==> src/rtl/freq_gen_pkg.sv <==
// Shared types and default widths for the programmable square-wave generator.
// Latency: n/a (declarations only).
// Backpressure: n/a (declarations only).
package freq_gen_pkg;

    localparam int DIV_WIDTH_DEF   = 12;
    localparam int BURST_WIDTH_DEF = 8;

    typedef enum logic [1:0] {
        IDLE = 2'd0,
        HIGH = 2'd1,
        LOW  = 2'd2
    } state_t;

endpackage

==> src/rtl/half_timer.sv <==
// Loadable down-counter timing one half-period; tc flags the last cycle of a phase.
// Latency: load takes effect the cycle after it is asserted; tc is combinational from the count.
// Backpressure: none; en low freezes the count.
module half_timer #(
    parameter int W = 12
) (
    input  logic         clk,
    input  logic         rst_n,
    input  logic         en,
    input  logic         load,
    input  logic [W-1:0] load_val,
    output logic         tc
);

    logic [W-1:0] cnt;

    // Reload on request, otherwise count down and park at zero.
    always_ff @(posedge clk or negedge rst_n) begin
        if (!rst_n) begin
            cnt <= '0;
        end else if (en) begin
            if (load) begin
                cnt <= load_val;
            end else if (cnt != '0) begin
                cnt <= cnt - 1'b1;
            end
        end
    end

    assign tc = (cnt == '0);

endmodule

==> src/rtl/freq_generator.sv <==
// 50% duty square-wave source, half-period in clk cycles, burst of N periods or continuous.
// Latency: sig_out/busy rise the cycle after start; new half-period applies from the next period boundary.
// Backpressure: cfg_ready low while a pending config waits for a boundary, and whenever ena is low.
module freq_generator
    import freq_gen_pkg::*;
#(
    parameter int DIV_WIDTH   = DIV_WIDTH_DEF,
    parameter int BURST_WIDTH = BURST_WIDTH_DEF
) (
    input  logic                   clk,
    input  logic                   rst_n,
    input  logic                   ena,
    input  logic                   cfg_valid,
    output logic                   cfg_ready,
    input  logic [DIV_WIDTH-1:0]   cfg_half,
    input  logic [BURST_WIDTH-1:0] cfg_bursts,
    input  logic                   start,
    input  logic                   stop,
    output logic                   sig_out,
    output logic                   busy,
    output logic                   done
);

    state_t                 state, state_nxt;
    logic [DIV_WIDTH-1:0]   active_half;
    logic [BURST_WIDTH-1:0] active_bursts;
    logic [DIV_WIDTH-1:0]   pending_half;
    logic                   pending_vld;
    logic [BURST_WIDTH-1:0] burst_left;
    logic                   stop_req;
    logic                   done_q;

    logic                   tmr_load;
    logic [DIV_WIDTH-1:0]   tmr_val;
    logic                   tmr_tc;

    logic                   is_idle;
    logic                   cfg_hs;
    logic                   start_go;
    logic                   boundary;
    logic                   finish;
    logic [DIV_WIDTH-1:0]   start_half;
    logic [DIV_WIDTH-1:0]   next_half;

    // A half-period of 0 behaves as 1; the counter runs from N-1 down to 0.
    function automatic logic [DIV_WIDTH-1:0] half_m1(input logic [DIV_WIDTH-1:0] h);
        return (h == '0) ? '0 : h - 1'b1;
    endfunction

    assign is_idle    = (state == IDLE);
    assign cfg_ready  = ena & (is_idle | ~pending_vld);
    assign cfg_hs     = cfg_valid & cfg_ready;
    assign start_go   = ena & is_idle & start;
    assign boundary   = ena & (state == LOW) & tmr_tc;
    assign finish     = boundary &
                        (stop_req | ((active_bursts != '0) && (burst_left == BURST_WIDTH'(1))));
    // A config taken in the same cycle as start is the one this run uses.
    assign start_half = cfg_hs ? cfg_half : active_half;
    assign next_half  = pending_vld ? pending_half : active_half;

    assign sig_out = (state == HIGH);
    assign busy    = ~is_idle;
    assign done    = done_q;

    half_timer #(.W(DIV_WIDTH)) u_half_timer (
        .clk      (clk),
        .rst_n    (rst_n),
        .en       (ena),
        .load     (tmr_load),
        .load_val (tmr_val),
        .tc       (tmr_tc)
    );

    // Next-state and timer reload selection.
    always_comb begin
        state_nxt = state;
        tmr_load  = 1'b0;
        tmr_val   = half_m1(active_half);
        case (state)
            IDLE: begin
                if (start) begin
                    state_nxt = HIGH;
                    tmr_load  = 1'b1;
                    tmr_val   = half_m1(start_half);
                end
            end
            HIGH: begin
                if (tmr_tc) begin
                    state_nxt = LOW;
                    tmr_load  = 1'b1;
                end
            end
            LOW: begin
                if (tmr_tc) begin
                    if (finish) begin
                        state_nxt = IDLE;
                    end else begin
                        state_nxt = HIGH;
                        tmr_load  = 1'b1;
                        tmr_val   = half_m1(next_half);
                    end
                end
            end
            default: state_nxt = IDLE;
        endcase
    end

    // State register; frozen while ena is low.
    always_ff @(posedge clk or negedge rst_n) begin
        if (!rst_n) begin
            state <= IDLE;
        end else if (ena) begin
            state <= state_nxt;
        end
    end

    // Config capture: straight to active when idle, into the pending slot when running.
    always_ff @(posedge clk or negedge rst_n) begin
        if (!rst_n) begin
            active_half   <= '0;
            active_bursts <= '0;
            pending_half  <= '0;
            pending_vld   <= 1'b0;
        end else if (ena) begin
            if (cfg_hs && is_idle) begin
                active_half   <= cfg_half;
                active_bursts <= cfg_bursts;
            end else if (cfg_hs) begin
                pending_half <= cfg_half;
                pending_vld  <= 1'b1;
            end else if (boundary && pending_vld) begin
                active_half <= pending_half;
                pending_vld <= 1'b0;
            end
        end
    end

    // Burst countdown, one step per completed period in burst mode.
    always_ff @(posedge clk or negedge rst_n) begin
        if (!rst_n) begin
            burst_left <= '0;
        end else if (ena) begin
            if (start_go) begin
                burst_left <= cfg_hs ? cfg_bursts : active_bursts;
            end else if (boundary && (active_bursts != '0)) begin
                burst_left <= burst_left - 1'b1;
            end
        end
    end

    // Stop request latched while running, dropped when the run ends.
    always_ff @(posedge clk or negedge rst_n) begin
        if (!rst_n) begin
            stop_req <= 1'b0;
        end else if (ena) begin
            if (finish) begin
                stop_req <= 1'b0;
            end else if (!is_idle && stop) begin
                stop_req <= 1'b1;
            end
        end
    end

    // Single-cycle done on the transition into IDLE.
    always_ff @(posedge clk or negedge rst_n) begin
        if (!rst_n) begin
            done_q <= 1'b0;
        end else begin
            done_q <= finish;
        end
    end

endmodule

==> config.mk <==
export PLATFORM = sky130hd
export DESIGN_NAME = freq_generator
export DESIGN_NICKNAME = d
export VERILOG_FILES = /design/src/rtl/freq_gen_pkg.sv /design/src/rtl/half_timer.sv /design/src/rtl/freq_generator.sv
export SDC_FILE = /design/constraint.sdc
export NUM_CORES = 1
export LEC_CHECK = 0
export BUFFER_PORTS_ARGS = -buffer_cell sky130_fd_sc_hd__buf_2
export CORE_MARGIN = 2
export CORE_UTILIZATION = 30
export DETAILED_ROUTE_END_ITERATION = 8
export SETUP_SLACK_MARGIN = 0.3
export SYNTH_ARGS = -nofsm -noshare
export SYNTH_HDL_FRONTEND = slang
export SYNTH_SLANG_ARGS = --single-unit
==> constraint.sdc <==
create_clock -name clk -period 6 [get_ports clk]
set_input_delay 1.5 -clock clk [delete_from_list [all_inputs] [get_ports clk]]
set_output_delay 1.5 -clock clk [all_outputs]
set_load 0.01 [all_outputs]
==> results of run 1 <==
## cell families (layout without fill, tap and decap cells)
kind of cell / count (synthesis) / count (layout) / share of synthesized area (%)
AND/OR/NAND/NOR: 196 / 196 / 22.5
AO/OA/AOI/OAI: 112 / 112 / 17.7
flip-flops: 57 / 57 / 33.0
multiplexers: 50 / 50 / 12.2
buffers and inverters: 46 / 61 / 4.46
XOR/XNOR: 37 / 37 / 7.49
adder cells (fa/ha/maj): 9 / 9 / 2.60
## stage by stage
stage               worst slack (ns)  cells  util (%)  hold WS [ns]
CTS                             1.59    702      35.0         0.522
detailed placement              1.27    686      32.7         0.511
global placement                1.32    686      32.7         0.505
finish                          1.48    702      35.0         0.524
floorplan                       1.75    507         -         0.471
global route                    1.20    702      35.0         0.545
## tightest hold or removal path, cell delays in order, from the launching register on
cell	delay, ns
dfrtp_1	0.36
nand2_1	0.06
o31ai_1	0.06
## cell type report
class	count	area, um2
clock inverters	7	93.8
well taps	180	225
flip-flops and latches	57	1430
multi-input cells	404	2710
clock buffers	9	225
fillers	1448	9090
inverters	12	45.0
repair buffers	33	175
## layer usage
| metal | vias to the layer above | wire [um] | track usage, % |
|---|---|---|---|
| met2 | 95 | 5370 | 26.1 |
| li1 | 1862 | - | - |
| met1 | 1810 | 5580 | 22.6 |
| met5 | - | 0 | 0 |
| met4 | 0 | 215 | 5.55 |
| met3 | 22 | 476 | 2.43 |
## state kept, by name, summed over array words and instances, names as in the netlist
register          cells
done                  1
stop_req              1
active_half          12
u_half_timer.cnt     12
state                 2
active_bursts         8
burst_left            8
pending_vld           1
pending_half         12
## placed cells by master (no fill, tap or decap), types with 12 or more instances in the layout
cell type  count
buf_2         29
xor2_1        22
xnor2_1       15
inv_1         12
a21oi_1       21
mux2_2        21
dfrtp_1       57
nor2_1        48
o21ai_0       33
nor3_1        24
nand2_1       57
nand3_1       15
mux2i_1       29
## power by group
group	leakage, nW	internal, W	total [W]	switching [W]
registers	0.685	0.000560	0.000807	0.000248
logic	1.16	0.000470	0.00103	0.000556
clock network	0.152	0.000363	0.000552	0.000189
## worst paths after layout
| kind | from | endpoint | slack [ns] | cells after the start |
|---|---|---|---|---|
| max in group asynchronous | rst_n | u_half_timer.cnt[7] | 4.20 | 2 |
| min in group asynchronous | rst_n | pending_half[1] | 1.31 | 2 |
| max reg2reg | state[0] | u_half_timer.cnt[4] | 2.27 | 11 |
| min | u_half_timer.cnt[10] | u_half_timer.cnt[10] | 0.52 | 2 |
| max | ena | u_half_timer.cnt[4] | 1.48 | 12 |
| min reg2reg | u_half_timer.cnt[10] | u_half_timer.cnt[10] | 0.52 | 2 |
==> results.ini, run 1 <==
[clocking]
postCtsResizedCells = 0
cts_setup_buffers = 0
hold_buffers = 0
clock-sinks = 57
cts-root-buf = clkbuf_16
clock_latency_ns = 0.34
htreeDepth = 3
numCtsBuffers = 9
tritoncts = done
cts_max_path_buffers = 2
clkTransAtPathRegs_ns = 0.05

[floorplanning]
fp-row-count = 43
core_mm2 = 0.0140
die_h_um = 124
die_area_mm2 = 0.0154
start_util_pct = 30.9
die_x_um = 124
ios = 30

[final_layout]
antennaDiodeCount = 0
area_delta_synth_final_pct = 13.3
design_area_mm2 = 0.00490
drive_gt1_share_pct = 16.7
fin_nets = 552

[logic_synthesis]
synth.net_count = 542
synth_top_cell_by_area = dfrtp_1
synth_ff_type = dfrtp_1
synth.area.top_cells = dfrtp_1 (33%), mux2i_1 (6.7%), mux2_2 (5.5%)
netlist_instances = 507
ys_seq_area_share_pct = 33.0
synth_commonest_cells = dfrtp_1 (57), nand2_1 (57), nor2_1 (49)
yosysUniqueCellTypes = 60
synth_edf_count = 0
ys_ff_latch = 57
yosysWarningCount = 0
ys_async_sr_fraction_pct = 100
synth.avg_cell_area_um2 = 8.53
syn_area_mm2 = 0.00432
synth.top_cell.area_share_pct = 33.0

[sta]
worst_slew_pin_slew_ns = 1.20
rsz0062_at_grt = false
final_hold_viol_count = 0
maxSlewHeadroom_pct = 19.6
timing.final.crit_period_ns = 4.52
period_share_pct = 75.4
fmax_ghz = 0.221
setup_viol = 0
tns_ns = 0
finalMaxSlewViolations = 0
skew_ns = 0.0101

[drt]
drt_iter0_markers = 308
vias = 3789
drtPass1Iterations = 6
via_per_inst = 5.40
totalWireLength_mm = 11.6
post_drt_wl_per_cell_um = 16.6
drc = 0
detail-route-antenna-nets = 0

[critical_path]
startpoint_type = primary input
worstPathBufferInverterCount = 2
crit_chain = buf_2 -> nand2_1 -> nor2_1 -> buf_4 -> mux2i_1 -> ha_1 -> nand3b_1 -> mux2i_1 -> a21oi_1 -> and3_1 -> o31ai_1 -> o211ai_1
critPathMaxFanout = 17
cp_data_required_time_ns = 6.18
path_delay_family = simple AND/OR/NAND/NOR gates
crit_type = in2reg
path_common_cell = mux2i_1
slowest_delay_ns = 0.56
cp_data_arrival_time_ns = 4.70
cp_slowest_cell = nor2_1
endpoint_kind = flop

[power_and_ir_drop]
p_total_w = 0.00238
irDropWorstVdd_uv = 237
power_density_mw_per_mm2 = 487
leakage_nw = 2.00

[placement]
numPortBuffers = 29
hpwl_mm = 8.58
dpl-instance-area_mm2 = 0.00458
place_congestion = 0.929

[grt]
grt_pass1_vias = 3703
grt_max_degree = 58
globalRouteTotalUtil_pct = 16.4
antenna_found_initial = 0
grt_pass1_wl_mm = 19.5
grt-ovfl-total = 0

[run]
maxCapViolations = 0

[worst_hold_path]
hp-class = reg2reg

[run_status]
status = complete, no violations

Note: power is estimated with default switching activity, not from simulation.
==> run 2: changes to the inputs <==
- ABC_AREA: default -> 1
- clock period: 6 -> 4 ns (I/O delays scaled with it)
==> results.ini, run 2 <==
[grt]
globalRouteTotalUtil_pct = 17.5
grt_max_degree = 41
grt-ovfl-total = 0
grt_pass1_wl_mm = 23.0
antenna_found_initial = 0
grt_pass1_vias = 4364

[drt]
via_per_inst = 4.71
drt_iter0_markers = 316
drtPass1Iterations = 8
vias = 4644
drc = 0
totalWireLength_mm = 13.9
detail-route-antenna-nets = 0
post_drt_wl_per_cell_um = 14.1

[sta]
final_hold_viol_count = 0
setup_viol = 0
tns_ns = 0
worst_slew_pin_slew_ns = 0.852
finalMaxSlewViolations = 0
period_share_pct = 77.1
rsz0062_at_grt = false
fmax_ghz = 0.324
timing.final.crit_period_ns = 3.08
maxSlewHeadroom_pct = 43.2
skew_ns = 0.00572
whs_ns = 0.495

[clocking]
clock_latency_ns = 0.33
cts_setup_buffers = 0
htreeDepth = 3
cts_max_path_buffers = 2
numCtsBuffers = 9
postCtsResizedCells = 0
clkTransAtPathRegs_ns = 0.05
tritoncts = done
clock-sinks = 57
cts-root-buf = clkbuf_16
hold_buffers = 0

[critical_path]
startpoint_type = flop
critPathMaxFanout = 24
cp_slowest_cell = dfrtp_1
worstPathBufferInverterCount = 1
crit_chain = o21ai_0 -> inv_1 -> ha_1 -> nand3_1 -> nor2_1 -> nand4_1 -> nand2_1 -> o21ai_0 -> a21oi_1 -> nand3_1 -> nand2_1 -> a21oi_2
path_delay_family = flip-flops
cp_data_required_time_ns = 4.21
slowest_delay_ns = 0.89
cp_data_arrival_time_ns = 3.30
endpoint_kind = flop
crit_type = reg2reg

[logic_synthesis]
yosysWarningCount = 0
synth_most_common_cell = nand2_1
synth.net_count = 780
yosysUniqueCellTypes = 37
synth_commonest_cells = nand2_1 (212), nor2_1 (98), inv_1 (93)
netlist_instances = 745
synth_top_cell_by_area = dfrtp_1
synth.area.top_cells = dfrtp_1 (30%), nand2_1 (17%), nor2_1 (7.7%)
syn_area_mm2 = 0.00476
synth.avg_cell_area_um2 = 6.39
synth.top_cell.area_share_pct = 30.0
synth_edf_count = 0
ys_async_sr_fraction_pct = 100
ys_seq_area_share_pct = 30.0
synth_ff_type = dfrtp_1
ys_ff_latch = 57

[final_layout]
fin_cells = 986
antennaDiodeCount = 0
area_delta_synth_final_pct = 12.9
design_area_mm2 = 0.00537
fin_nets = 800
drive_gt1_share_pct = 11.3
final_cell_mix = nand2_1 (212), nor2_1 (98), inv_1 (93)
layout_commonest_cell = nand2_1
top_regs = active_half (12), pending_half (12), u_half_timer.cnt (12)

[worst_hold_path]
hp-class = reg2reg

[power_and_ir_drop]
clkPwrFrac_pct = 18.8
power_density_mw_per_mm2 = 771
irDropWorstVdd_uv = 319
sw_frac_of_total_pct = 49.4
leakage_nw = 2.66
p_total_w = 0.00414
seq_power_share_pct = 25.9
p_comb_share_pct = 55.3
power.internal_w = 0.00210
switchingPower_w = 0.00204

[floorplanning]
die_area_mm2 = 0.0169
ios = 30
core_mm2 = 0.0157
die_h_um = 130
start_util_pct = 30.3
fp-row-count = 46
die_x_um = 130

[placement]
hpwl_mm = 10.8
dpl-instance-area_mm2 = 0.00506
numPlacedInstances = 970
numPortBuffers = 29
place_congestion = 0.958

[run_status]
status = complete, no violations

[run]
maxCapViolations = 0

==> run 2: kinds of logic (layout without fill, tap and decap cells) <==
| family | count (synthesis) | count (layout) | share of synthesized area [%] |
|---|---|---|---|
| AOI/OAI and AO/OA | 127 | 127 | 15.8 |
| xor gates and xnor gates | 26 | 26 | 4.79 |
| adders and majority gates | 9 | 9 | 2.37 |
| buffers and inverters | 120 | 145 | 10.5 |
| DFF | 57 | 57 | 30.0 |
| and+or+nand+nor | 406 | 406 | 36.6 |
==> run 2: worst min-delay path, cell delays in order, from the launching register on <==
cell and delay (ns):
dfrtp_1 0.34, nand2_1 0.05, o21ai_0 0.07
==> run 2: power by group through the flow <==
stage	clock, W	combinational (W)	sequential (W)
6_report	0.000780	0.00229	0.00107
5_1_grt	0.000828	0.00262	0.00111
4_1_cts	0.000799	0.00228	0.00107
3_5_place_dp	0	0.00226	0.00108
3_3_place_gp	0	0.00226	0.00107
2_1_floorplan	0	0.00179	0.000986
==> run 2: metrics by stage <==
stage          worst slack, ns  util [%]
6_report                 0.916      34.2
5_1_grt                  0.657      34.2
4_1_cts                  0.993      34.2
3_5_place_dp             0.742      32.2
3_3_place_gp             0.803      32.2
2_1_floorplan             1.18         -
==> run 2: layer usage <==
layer / track usage [%] / vias up / share of wire, % / wire (um)
li1: - / 2427 / - / -
met1: 23.8 / 2078 / 48 / 6710
met2: 27.6 / 118 / 45 / 6190
met3: 3.69 / 21 / 5.1 / 711
met4: 6.01 / 0 / 2.0 / 272
met5: 0 / - / 0 / 0
==> run 2: final timing paths <==
check | start | endpoint | slack (ns) | cells past startpoint
min in group asynchronous | rst_n | active_bursts[7] | 0.77 | 1
hold reg to reg | pending_half[6] | pending_half[6] | 0.50 | 2
setup / recovery | pending_vld | u_half_timer.cnt[10] | 0.92 | 12
max in group asynchronous | rst_n | active_half[10] | 2.40 | 2
hold / removal | pending_half[6] | pending_half[6] | 0.50 | 2
setup reg to reg | pending_vld | u_half_timer.cnt[10] | 0.92 | 12
==> run 2: cell type report <==
cell class	instances	area (um2)
clock inverter	6	66.3
sequential	57	1430
timing repair buffer	33	175
inverter	96	360
multi-input combinational	568	2830
tap	216	270
fill	1719	10300
clock buffer	10	239
==> run 3: changes to the inputs <==
- clock period: 4 -> 2.8 ns (I/O delays scaled with it)
==> results.ini, run 3 (synthesis results as in run 2) <==
[run_status]
status = complete, no violations

[drt]
totalWireLength_mm = 14.5
vias = 4808
drtPass1Iterations = 5
drc = 0
via_per_inst = 4.75
drt_iter0_markers = 252
post_drt_wl_per_cell_um = 14.3
detail-route-antenna-nets = 0

[power_and_ir_drop]
switchingPower_w = 0.00302
leakage_nw = 2.80
irDropWorstVdd_uv = 464
power.internal_w = 0.00325
sw_frac_of_total_pct = 48.2
p_comb_share_pct = 56.1
clkPwrFrac_pct = 20.0
seq_power_share_pct = 23.9
power_density_mw_per_mm2 = 1120

[sta]
finalMaxSlewViolations = 0
maxSlewHeadroom_pct = 60.2
rsz0062_at_grt = false
tns_ns = 0
final_hold_viol_count = 0
skew_ns = 0.0124
fmax_ghz = 0.422
setup_viol = 0
timing.final.crit_period_ns = 2.37
period_share_pct = 84.7
worst_slew_pin_slew_ns = 0.598
whs_ns = 0.361

[placement]
numPortBuffers = 29
place_congestion = 0.945
hpwl_mm = 11.1
dpl-instance-area_mm2 = 0.00519

[critical_path]
worstPathBufferInverterCount = 3
cp_data_arrival_time_ns = 2.63
crit_type = reg2reg
r2r-start = state[1]
critPathMaxFanout = 11
cp_slowest_cell = dfrtp_2
cp-startpoint = state[1]
slowest_delay_ns = 0.48
startpoint_type = flop
endpoint_kind = flop
path_common_cell = nand2_1
path_delay_family = simple AND/OR/NAND/NOR gates
cp_data_required_time_ns = 3.06
crit_chain = o21ai_4 -> nand3_4 -> buf_4 -> buf_4 -> nand2_1 -> nand2_2 -> nand2_1 -> nor2_1 -> nand3_2 -> nand2_2 -> inv_2 -> nand3_1 -> nand2_1 -> nand2_1 -> a22oi_2

[final_layout]
regArea_mm2 = 0.00143
multi_input_area_mm2 = 0.00284
layout_commonest_cell = nand2_1
finish.utilization_pct = 35.8
final_cell_mix = nand2_1 (211), nor2_1 (97), inv_1 (92)
fin_nets = 827
area_delta_synth_final_pct = 18.1
antennaDiodeCount = 0
top_regs = active_half (12), pending_half (12), u_half_timer.cnt (12)
nFillCells = 1683
drive_gt1_share_pct = 14.9
design_area_mm2 = 0.00562

[run]
maxCapViolations = 0

[worst_hold_path]
hp-class = in2async

[clocking]
hold_buffers = 0
clkTransAtPathRegs_ns = 0.06
cts_max_path_buffers = 2
clock-sinks = 57
cts-root-buf = clkbuf_16
tritoncts = done
htreeDepth = 3
clock_latency_ns = 0.34
numCtsBuffers = 9

[floorplanning]
die_h_um = 130
start_util_pct = 30.3
die_area_mm2 = 0.0169
ios = 30
fp-row-count = 46
die_x_um = 130
core_mm2 = 0.0157

[grt]
antenna_found_initial = 0
grt_pass1_wl_mm = 23.5
grt_max_degree = 36
grt_pass1_vias = 4487
grt-ovfl-total = 0
globalRouteTotalUtil_pct = 18.0

[run 3: repair_timing]
action                     in CTS  in global routing
pin swaps                       2                  2
gates resized for setup         1                  5
buffers inserted                4                  8
setup endpoints to repair      12                 17
[run 3: worst paths after layout]
path                       cells past startpoint  slack (ns)             endpoint
max in group asynchronous                      2        1.82  u_half_timer.cnt[0]
max                                           15        0.43  u_half_timer.cnt[9]
max reg2reg                                   15        0.43  u_half_timer.cnt[9]
min reg2reg                                    2        0.49      pending_half[7]
min                                            1        0.36      pending_half[1]
min in group clk                               2        0.49      pending_half[7]
[run 3: through the flow]
| stage | setup slack, ns | power (W) | cells |
|---|---|---|---|
| after floorplan | 0.424 | 0.00397 | 745 |
| after global placement | 0.243 | 0.00488 | 985 |
| after detailed placement | 0.149 | 0.00488 | 985 |
| after CTS | 0.398 | 0.00620 | 1004 |
| after global routing | 0.299 | 0.00683 | 1012 |
| final | 0.428 | 0.00628 | 1012 |
[run 3: metal layers]
layer / track usage, % / up-vias / wire (um)
met5: 0 / - / 0
met1: 24.1 / 2187 / 6800
li1: - / 2484 / -
met2: 28.9 / 107 / 6710
met4: 7.46 / 0 / 435
met3: 2.99 / 30 / 535
[run 3: power groups by stage]
stage / sequential, W / combinational (W) / clock [W]
after global placement: 0.00151 / 0.00337 / 0
final: 0.00150 / 0.00352 / 0.00125
after global routing: 0.00156 / 0.00396 / 0.00131
after CTS: 0.00150 / 0.00342 / 0.00128
after floorplan: 0.00141 / 0.00256 / 0
after detailed placement: 0.00151 / 0.00336 / 0
[run 3: final cells by class]
cell class	count	share of cell area, %
Inverter	96	6.41
Tap cell	216	4.81
Timing Repair Buffer	60	6.90
Multi-Input combinational cell	568	50.6
Sequential cell	57	25.4
Clock inverter	4	1.36
Clock buffer	11	4.50
